$ cat config.mk
export PLATFORM = sky130hd
export DESIGN_NAME = clock_ctrl
export DESIGN_NICKNAME = d
export VERILOG_FILES = /design/src/rtl/clock_pkg.sv /design/src/rtl/bcd_field_counter.sv /design/src/rtl/clock_ctrl.sv
export SDC_FILE = /design/constraint.sdc
export NUM_CORES = 1
export LEC_CHECK = 0
export CAP_MARGIN = 15
export CORE_UTILIZATION = 57
export CTS_CLUSTER_DIAMETER = 120
export DETAILED_ROUTE_END_ITERATION = 10
export PLACE_DENSITY = 0.8
export SLEW_MARGIN = 20
export SYNTH_ARGS = -nofsm -noshare
export SYNTH_HDL_FRONTEND = slang
export SYNTH_SLANG_ARGS = --single-unit
$ cat constraint.sdc
create_clock -name clk -period 5.3 [get_ports clk]
set_clock_uncertainty 0.05 [all_clocks]
set_input_delay 1.06 -clock clk [delete_from_list [all_inputs] [get_ports clk]]
set_output_delay 1.06 -clock clk [all_outputs]
set_load 0.02 [all_outputs]
$ cat src/rtl/clock_pkg.sv
// Shared types, field limits and helpers for the time-of-day controller.
// BCD ordering matches binary ordering for valid digits, so limits compare directly.
package clock_pkg;

  typedef enum logic {
    RUN = 1'b0,
    SET = 1'b1
  } state_e;

  localparam logic [7:0] HH_MAX = 8'h23;
  localparam logic [7:0] MS_MAX = 8'h59;
  localparam logic [7:0] CC_MAX = 8'h99;

  localparam int H = 3;
  localparam int M = 2;
  localparam int S = 1;
  localparam int C = 0;

  function automatic logic bcd_valid(input logic [7:0] value, input logic [7:0] max);
    return (value[7:4] <= 4'd9) && (value[3:0] <= 4'd9) && (value <= max);
  endfunction

endpackage

$ cat src/rtl/bcd_field_counter.sv
// Two-digit BCD counter wrapping at max; load beats inc. Carry is combinational so a
// whole chain of fields rolls over in one cycle. Latency 1 clk, no backpressure.
module bcd_field_counter
  import clock_pkg::*;
(
  input  logic       clk,
  input  logic       rst_n,
  input  logic       inc,
  input  logic       load,
  input  logic [7:0] load_val,
  input  logic [7:0] max,
  output logic [7:0] val,
  output logic       carry
);

  logic [7:0] val_q, val_d;
  logic       at_max;

  assign at_max = (val_q == max);
  assign carry  = inc & ~load & at_max;
  assign val    = val_q;

  always_comb begin
    val_d = val_q;
    if (load) begin
      val_d = load_val;
    end else if (inc) begin
      if (at_max) begin
        val_d = 8'h00;
      end else if (val_q[3:0] == 4'd9) begin
        val_d = {val_q[7:4] + 4'd1, 4'd0};
      end else begin
        val_d = {val_q[7:4], val_q[3:0] + 4'd1};
      end
    end
  end

  always_ff @(posedge clk or negedge rst_n) begin
    if (!rst_n) begin
      val_q <= 8'h00;
    end else begin
      val_q <= val_d;
    end
  end

endmodule

$ cat src/rtl/clock_ctrl.sv
// Time-of-day controller: synchronised set switches, RUN/SET FSM, prescaled BCD cascade,
// range-checked field loads and blink mask. Switch edge to time_out is 4 clk; no backpressure.
module clock_ctrl
  import clock_pkg::*;
#(
  parameter int CLK_HZ      = 50000000,
  parameter int TICK_HZ     = 100,
  parameter int BLINK_TICKS = 25
) (
  input  logic        clk,
  input  logic        rst_n,
  input  logic [7:0]  time_in,
  input  logic        set_hour,
  input  logic        set_minute,
  input  logic        set_second,
  input  logic        set_mil,
  output logic [31:0] time_out,
  output logic [3:0]  blank_mask,
  output logic        tick,
  output logic        day_wrap,
  output logic        load_err
);

  localparam int DIV = CLK_HZ / TICK_HZ;
  localparam int PW  = (DIV > 1) ? $clog2(DIV) : 1;
  localparam int BW  = (BLINK_TICKS > 1) ? $clog2(BLINK_TICKS) : 1;
  localparam logic [PW-1:0] DIV_LAST   = PW'(DIV - 1);
  localparam logic [BW-1:0] BLINK_LAST = BW'(BLINK_TICKS - 1);

  logic [3:0]    sw_raw;
  logic [3:0]    sync1_q, sync1_d, sync2_q, sync2_d, prev_q, prev_d, ld_q, ld_d;
  logic [3:0]    rise, ld_ok, fld_load;
  state_e        state_q, state_d;
  logic [PW-1:0] presc_q, presc_d, bdiv_q, bdiv_d;
  logic [BW-1:0] bcnt_q, bcnt_d;
  logic          phase_q, phase_d;
  logic          tick_q, tick_d, day_wrap_q, day_wrap_d, load_err_q, load_err_d;
  logic          tick_inc, blink_stb;
  logic          carry_c, carry_s, carry_m, carry_h;
  logic [7:0]    hh, mm, ss, cc;

  assign sw_raw = {set_hour, set_minute, set_second, set_mil};

  // A rise is registered once more before it loads, so the load sees the settled SET state.
  always_comb begin
    sync1_d   = sw_raw;
    sync2_d   = sync1_q;
    prev_d    = sync2_q;
    rise      = sync2_q & ~prev_q;
    ld_d      = rise;
    state_d   = state_q;
    presc_d   = '0;
    bdiv_d    = '0;
    bcnt_d    = bcnt_q;
    phase_d   = phase_q;
    tick_inc  = 1'b0;
    blink_stb = 1'b0;
    case (state_q)
      RUN: begin
        if (|sync2_q) state_d = SET;
        if (presc_q == DIV_LAST) begin
          tick_inc = 1'b1;
        end else begin
          presc_d = presc_q + 1'b1;
        end
        bcnt_d  = '0;
        phase_d = 1'b0;
      end
      SET: begin
        if (~|sync2_q) state_d = RUN;
        if (bdiv_q == DIV_LAST) begin
          blink_stb = 1'b1;
        end else begin
          bdiv_d = bdiv_q + 1'b1;
        end
        if (blink_stb) begin
          if (bcnt_q == BLINK_LAST) begin
            bcnt_d  = '0;
            phase_d = ~phase_q;
          end else begin
            bcnt_d = bcnt_q + 1'b1;
          end
        end
      end
      default: state_d = RUN;
    endcase
    tick_d = tick_inc;
  end

  // Every rising field checks the shared load value against its own limit.
  always_comb begin
    ld_ok      = '0;
    ld_ok[H]   = bcd_valid(time_in, HH_MAX);
    ld_ok[M]   = bcd_valid(time_in, MS_MAX);
    ld_ok[S]   = bcd_valid(time_in, MS_MAX);
    ld_ok[C]   = bcd_valid(time_in, CC_MAX);
    fld_load   = ld_q & ld_ok;
    load_err_d = |(ld_q & ~ld_ok);
  end

  assign day_wrap_d = carry_h;

  always_ff @(posedge clk or negedge rst_n) begin
    if (!rst_n) begin
      sync1_q    <= '0;
      sync2_q    <= '0;
      prev_q     <= '0;
      ld_q       <= '0;
      state_q    <= RUN;
      presc_q    <= '0;
      bdiv_q     <= '0;
      bcnt_q     <= '0;
      phase_q    <= 1'b0;
      tick_q     <= 1'b0;
      day_wrap_q <= 1'b0;
      load_err_q <= 1'b0;
    end else begin
      sync1_q    <= sync1_d;
      sync2_q    <= sync2_d;
      prev_q     <= prev_d;
      ld_q       <= ld_d;
      state_q    <= state_d;
      presc_q    <= presc_d;
      bdiv_q     <= bdiv_d;
      bcnt_q     <= bcnt_d;
      phase_q    <= phase_d;
      tick_q     <= tick_d;
      day_wrap_q <= day_wrap_d;
      load_err_q <= load_err_d;
    end
  end

  bcd_field_counter u_cc (
    .clk(clk), .rst_n(rst_n), .inc(tick_inc), .load(fld_load[C]),
    .load_val(time_in), .max(CC_MAX), .val(cc), .carry(carry_c)
  );

  bcd_field_counter u_ss (
    .clk(clk), .rst_n(rst_n), .inc(carry_c), .load(fld_load[S]),
    .load_val(time_in), .max(MS_MAX), .val(ss), .carry(carry_s)
  );

  bcd_field_counter u_mm (
    .clk(clk), .rst_n(rst_n), .inc(carry_s), .load(fld_load[M]),
    .load_val(time_in), .max(MS_MAX), .val(mm), .carry(carry_m)
  );

  bcd_field_counter u_hh (
    .clk(clk), .rst_n(rst_n), .inc(carry_m), .load(fld_load[H]),
    .load_val(time_in), .max(HH_MAX), .val(hh), .carry(carry_h)
  );

  assign time_out   = {hh, mm, ss, cc};
  assign blank_mask = sync2_q & {4{phase_q}};
  assign tick       = tick_q;
  assign day_wrap   = day_wrap_q;
  assign load_err   = load_err_q;

endmodule

==> run metrics, run 1 <==
minimum clock period=approximately 3800 ps; worst skew pair latency=360 ps; Mean Syn Cell Area=9.48 um^2; # nets final=622; routed via count=4334; fin crit share=0.720; layout cell share with drive strength beyond 1=0.0506; syn nets=573; WL met2=5.38 mm; post-CTS sizing=0; sequential share of the synthesized area=0.470; ys flop type=dfrtp_1; via count of the first global-routing pass=4047; Worst setup EP type=register; initial antenna violation count=0; peak supply drop=~0.17 mV; Routed WL per cell=16.3 um; most frequent cells in the layout=dfrtp_1 (96), nor2_1 (85), clkdlybuf4s50_1 (51), nand2_1 (37), nand3_1 (34); power per cell area=roughly 320 nW/um^2; achievable frequency=262 MHz; R2R depth=7; I/O Pins=53; Hold Crit Class=reg -> reg; Hold WS=304 ps; Antenna Cells=0; Post-CTS Hold Buffers=0; Core ar.=8720 um^2; slew at the pin closest to its max-slew limit=742 ps; post-layout total power=1.88 mW; Layout Utilization=0.681; reg2reg end=u_mm.val[3]; largest net degree at the start of global routing=56; setup violators final=0; Initial Util=0.586; Max Transition Viols Final=0; Max Used Layer=met4; Worst Setup Path Type=in -> reg; routed vias/inst=6.18; row count=34; half-perimeter wire length after placement=slightly above 8 mm; Ys Warns=0; placed cell areas=5710 um^2; first-pass GRT wire length=19.3 mm; RSZ-0062 raised after global routing=no; Longest Clk Path Bufs=2; IO buf count=52; Overflow after GRT=0; static leakage=2.46 nW; commonest non-fill, non-tap cell in the layout=dfrtp_1; Critical Path Start Type=primary input; r2r setup slk=2470 ps; Reg area=approximately 2400 um^2; Post-synth ARST share=1.00; die width=96.7 um; met3 WL=793 um; CTS clk-pin slew, worst paths=110 ps; Initial DRC Count=266; clock sink count=96; final instance area=5940 um^2; Post-synth EDFFs=0; Max-Cap Viols=0; M1 wire length=5.09 mm; multi-input combinational cell area=2560 um^2; Mapped Area=5110 um^2; Layout fillers=662; Worst slew margin=0.504; worst hold path endpoint=prev_d[1]; outcome=finished, final reports clean; hold path depth=0; setup TNS=0 ps; CTS tree=done; Setup Fix Bufs, Post-CTS=0; maximum fanout along the worst path=19; Seq cells post-synth=96; WP data required=5540 ps; antenna-violating nets left=0; die area=9350 um^2; clock root buffer=clkbuf_8; Area Overhead vs Synth=16.2%; Routed WL=roughly 11 mm; die height=96.7 um; drt pass-1 iters=4; htree depth=3; Worst Hold Launch=sync1_q[1]; All-Layer GR Usage=0.251; Yosys cell types=54; r2r startpoint=u_ss.val[1]; final hold vios=0; Worst Path Arrival=a little over 4000 ps; CTS Buf Count=9; GPL Wtd Cong=1.00; Residual DRC=0; Mapped Cells=539
## cell families (layout without fill, tap and decap cells)
family,Yosys count,count (layout),synth area share
DFF,96,96,0.470
adders and majority gates,20,20,0.0490
xor gates and xnor gates,34,34,0.0583
and+or+nand+nor,268,268,0.283
AOI/OAI and AO/OA,75,75,0.0950
muxes,8,8,0.0157
buffers and inverters,38,92,0.0289
## metal layers
metal / vias to the layer above / GRT usage
met5: - / 0
met4: 0 / 0.0930
met3: 24 / 0.0513
met2: 172 / 0.396
met1: 2107 / 0.344
li1: 2031 / -
## cell usage after synthesis (2+ instances only)
library cell	count	area [um^2]
a21bo_2	2	20.0
a21oi_1	10	50.1
a31oi_1	24	150
and2_1	11	68.8
and3_1	6	37.5
and3b_1	4	35.0
and4_1	3	26.3
buf_2	4	20.0
clkbuf_1	11	41.3
dfrtp_1	96	2400
ha_1	20	250
inv_1	23	86.3
mux2i_1	8	80.1
nand2_1	37	139
nand2b_1	6	37.5
nand3_1	34	170
nand3b_1	5	37.5
nand4_1	16	100
nand4b_1	3	26.3
nor2_1	85	319
nor2b_1	6	37.5
nor3_1	9	45.0
nor4_1	8	50.1
nor4_4	2	42.5
o211ai_1	4	30.0
o21ai_0	17	85.1
o311ai_0	2	17.5
o31ai_1	3	22.5
o41ai_1	2	17.5
or3_1	8	50.1
or4_1	14	105
or4b_1	2	20.0
xnor2_1	20	175
xor2_1	14	123
## flip-flops by register name (all words and copies together), names as in the netlist
register  flops
bcnt_q        5
bdiv_q       19
day_wrap      1
ld_q          4
load_err      1
phase_q       1
presc_q      19
prev_d        4
prev_q        4
state_q       1
sync1_q       4
tick          1
u_cc.val      8
u_hh.val      8
u_mm.val      8
u_ss.val      8
## critical path, cell delays in order
cell and delay (ps):
clkdlybuf4s50_1 620, o21ai_2 180, nand3_1 530, nand4_1 750
or4_1 710, a31oi_1 190
## stage by stage
| stage | setup WS, ps | instances |
|---|---|---|
| 3_5_place_dp | 1190 | 685 |
| 2_1_floorplan | 2750 | 539 |
| 4_1_cts | 1600 | 701 |
| 5_1_grt | 1380 | 701 |
| 6_report | 1480 | 701 |
| 3_3_place_gp | 1400 | 685 |
## layout make-up
cell class / count / share of cell area
Multi-Input combinational cell: 405 / 0.431
Tap cell: 108 / 0.0228
Sequential cell: 96 / 0.405
Timing Repair Buffer: 53 / 0.0885
Clock buffer: 9 / 0.0209
Clock inverter: 7 / 0.0173
Inverter: 23 / 0.0145
## power breakdown
group / internal (mW) / total (mW) / switching, mW
sequential: 0.808 / 0.909 / 0.101
combinational: 0.199 / 0.424 / 0.225
clock: 0.273 / 0.543 / 0.270
total: 1.28 / 1.88 / 0.596
## worst max path at each step
stage                    start           to  depth (start not counted)  slack (ps)
floorplan           time_in[6]  u_hh.val[5]                          6        2750
global placement    time_in[2]  u_mm.val[5]                          6        1400
detailed placement  time_in[3]  u_mm.val[3]                          6        1190
CTS                 time_in[3]  u_mm.val[3]                          6        1600
global route        time_in[3]  u_mm.val[3]                          6        1380
finish              time_in[3]  u_mm.val[3]                          6        1480
Note: power is estimated with default switching activity, not from simulation.
==> run 2: changes to the inputs <==
- clock period: 5.3 -> 3.6 ns (I/O delays scaled with it)
==> run metrics, run 2 (same netlist as run 1, synthesis figures left out) <==
outcome=finished, final reports clean; Hold WS=260 ps (-44.4 ps); die area=9350 um^2 (unchanged); power per cell area=441 nW/um^2 (+40%); placed cells=689 (+0.58%); initial antenna violation count=0 (unchanged); minimum clock period=2930 ps; r2r setup slk=920 ps (-1550 ps); IO buf count=52 (unchanged); placed cell areas=5740 um^2 (+0.53%); Critical Path Start Type=primary input; # nets final=626 (+0.64%); Routed WL per cell=16.4 um (+0.15%); achievable frequency=341 MHz; CTS tree=done; largest net degree at the start of global routing=37 (-34%); CTS Buf Count=9 (unchanged); Hold Crit Class=in -> async; Finished Layout Cells=705 (+0.57%); biggest regs=bdiv_q x19, presc_q x19; GPL Wtd Cong=0.910 (-9.1%); die height=96.7 um (unchanged); CTS clk-pin slew, worst paths=90 ps (-20 ps); I/O Pins=53 (unchanged); peak supply drop=0.287 mV (+65%); Residual DRC=0 (unchanged); Post-CTS Hold Buffers=0 (unchanged); r2r startpoint=presc_q[0]; final hold vios=0 (unchanged); antenna-violating nets left=0 (unchanged); Longest Clk Path Bufs=2 (unchanged); setup violators final=0 (unchanged); drt pass-1 iters=4 (unchanged); WP data required=3840 ps (-1700 ps); Initial Util=0.586 (unchanged); Worst slew margin=0.559 (+0.0553); die width=96.7 um (unchanged); routed via count=4291 (-0.99%); Max Transition Viols Final=0 (unchanged); static leakage=2.45 nW (-0.49%); Antenna Cells=0 (unchanged); commonest non-fill, non-tap cell in the layout=dfrtp_1; Routed WL=11.5 mm (+0.72%); first-pass GRT wire length=19.4 mm (+0.93%); All-Layer GR Usage=0.258 (+0.00662); Setup Fix Bufs, Post-CTS=0 (unchanged); fin crit share=0.814; layout cell share with drive strength beyond 1=0.0553 (+0.00469); half-perimeter wire length after placement=8.23 mm (+1.1%); Core ar.=8720 um^2 (unchanged); R2R depth=6 (-1); Worst setup EP type=register; Initial DRC Count=232 (-13%); worst skew pair latency=360 ps (about the same); via count of the first global-routing pass=3988 (-1.5%); RSZ-0062 raised after global routing=no; Worst Setup Path Type=in -> reg; Area Overhead vs Synth=15.7%; clock sink count=96 (unchanged); htree depth=3 (unchanged); Worst Path Arrival=3170 ps (-890 ps); Max-Cap Viols=0 (unchanged); Overflow after GRT=0 (unchanged); slew at the pin closest to its max-slew limit=659 ps (-82.3 ps); reg2reg end=u_ss.val[6]; final instance area=5910 um^2 (-0.42%); post-CTS sizing=0 (unchanged); setup TNS=0 ps (unchanged); maximum fanout along the worst path=17 (-2); row count=34 (unchanged); routed vias/inst=6.09 (-1.6%); most frequent cells in the layout=dfrtp_1 (96), nor2_1 (85), clkdlybuf4s50_1 (51), nand2_1 (37), nand3_1 (34); clock root buffer=clkbuf_8; post-layout total power=2.61 mW (+39%)
run 2: cell count changes in the layout (fill, tap and decap cells not counted), sizes merged:
cell | before | now
buf | 2 | 6
bufinv | 2 | 0
clkbuf | 9 | 10
clkinv | 2 | 4
clkinvlp | 0 | 1
inv | 26 | 24
run 2: per-layer routing:
metal | global-route usage | wire length (um)
met5 | 0 | 0
met1 | 0.382 | 5300
met4 | 0.107 | 255
met2 | 0.371 | 5270
met3 | 0.0491 | 721
run 2: how the worst max path moves through the flow:
stage	endpoint	startpoint	cells past startpoint
after CTS	u_ss.val[6]	time_in[5]	6
after floorplan	u_hh.val[4]	u_hh.val[4]	7
after global placement	u_ss.val[6]	time_in[5]	6
final	u_ss.val[6]	time_in[3]	6
after global routing	u_ss.val[6]	time_in[3]	6
after detailed placement	u_ss.val[6]	time_in[5]	6
run 2: final cells by class:
class / instances / area (um^2)
flip-flops and latches: 96 / 2400
well taps: 108 / 135
fillers: 676 / 2810
clock inverters: 6 / 43.8
multi-input cells: 405 / 2560
inverters: 23 / 86.3
repair buffers: 57 / 556
clock buffers: 10 / 128
run 2: through the flow:
step / utilization / setup WS (ps)
floorplan: - / 1360
global placement: 0.658 / 428
detailed placement: 0.658 / 322
CTS: 0.678 / 709
global route: 0.678 / 471
finish: 0.678 / 668
run 2: power by group:
| group | switching (mW) | internal, mW | total, mW |
|---|---|---|---|
| Combinational | 0.336 | 0.296 | 0.632 |
| Sequential | 0.147 | 1.19 | 1.34 |
| Clock | 0.383 | 0.254 | 0.637 |
| Total | 0.866 | 1.74 | 2.61 |
run 2: critical path, cell delays in order:
cell,delay (ps)
clkdlybuf4s50_1,620
o21ai_2,180
a31oi_1,320
nand4_1,510
or4b_1,640
a31oi_1,170
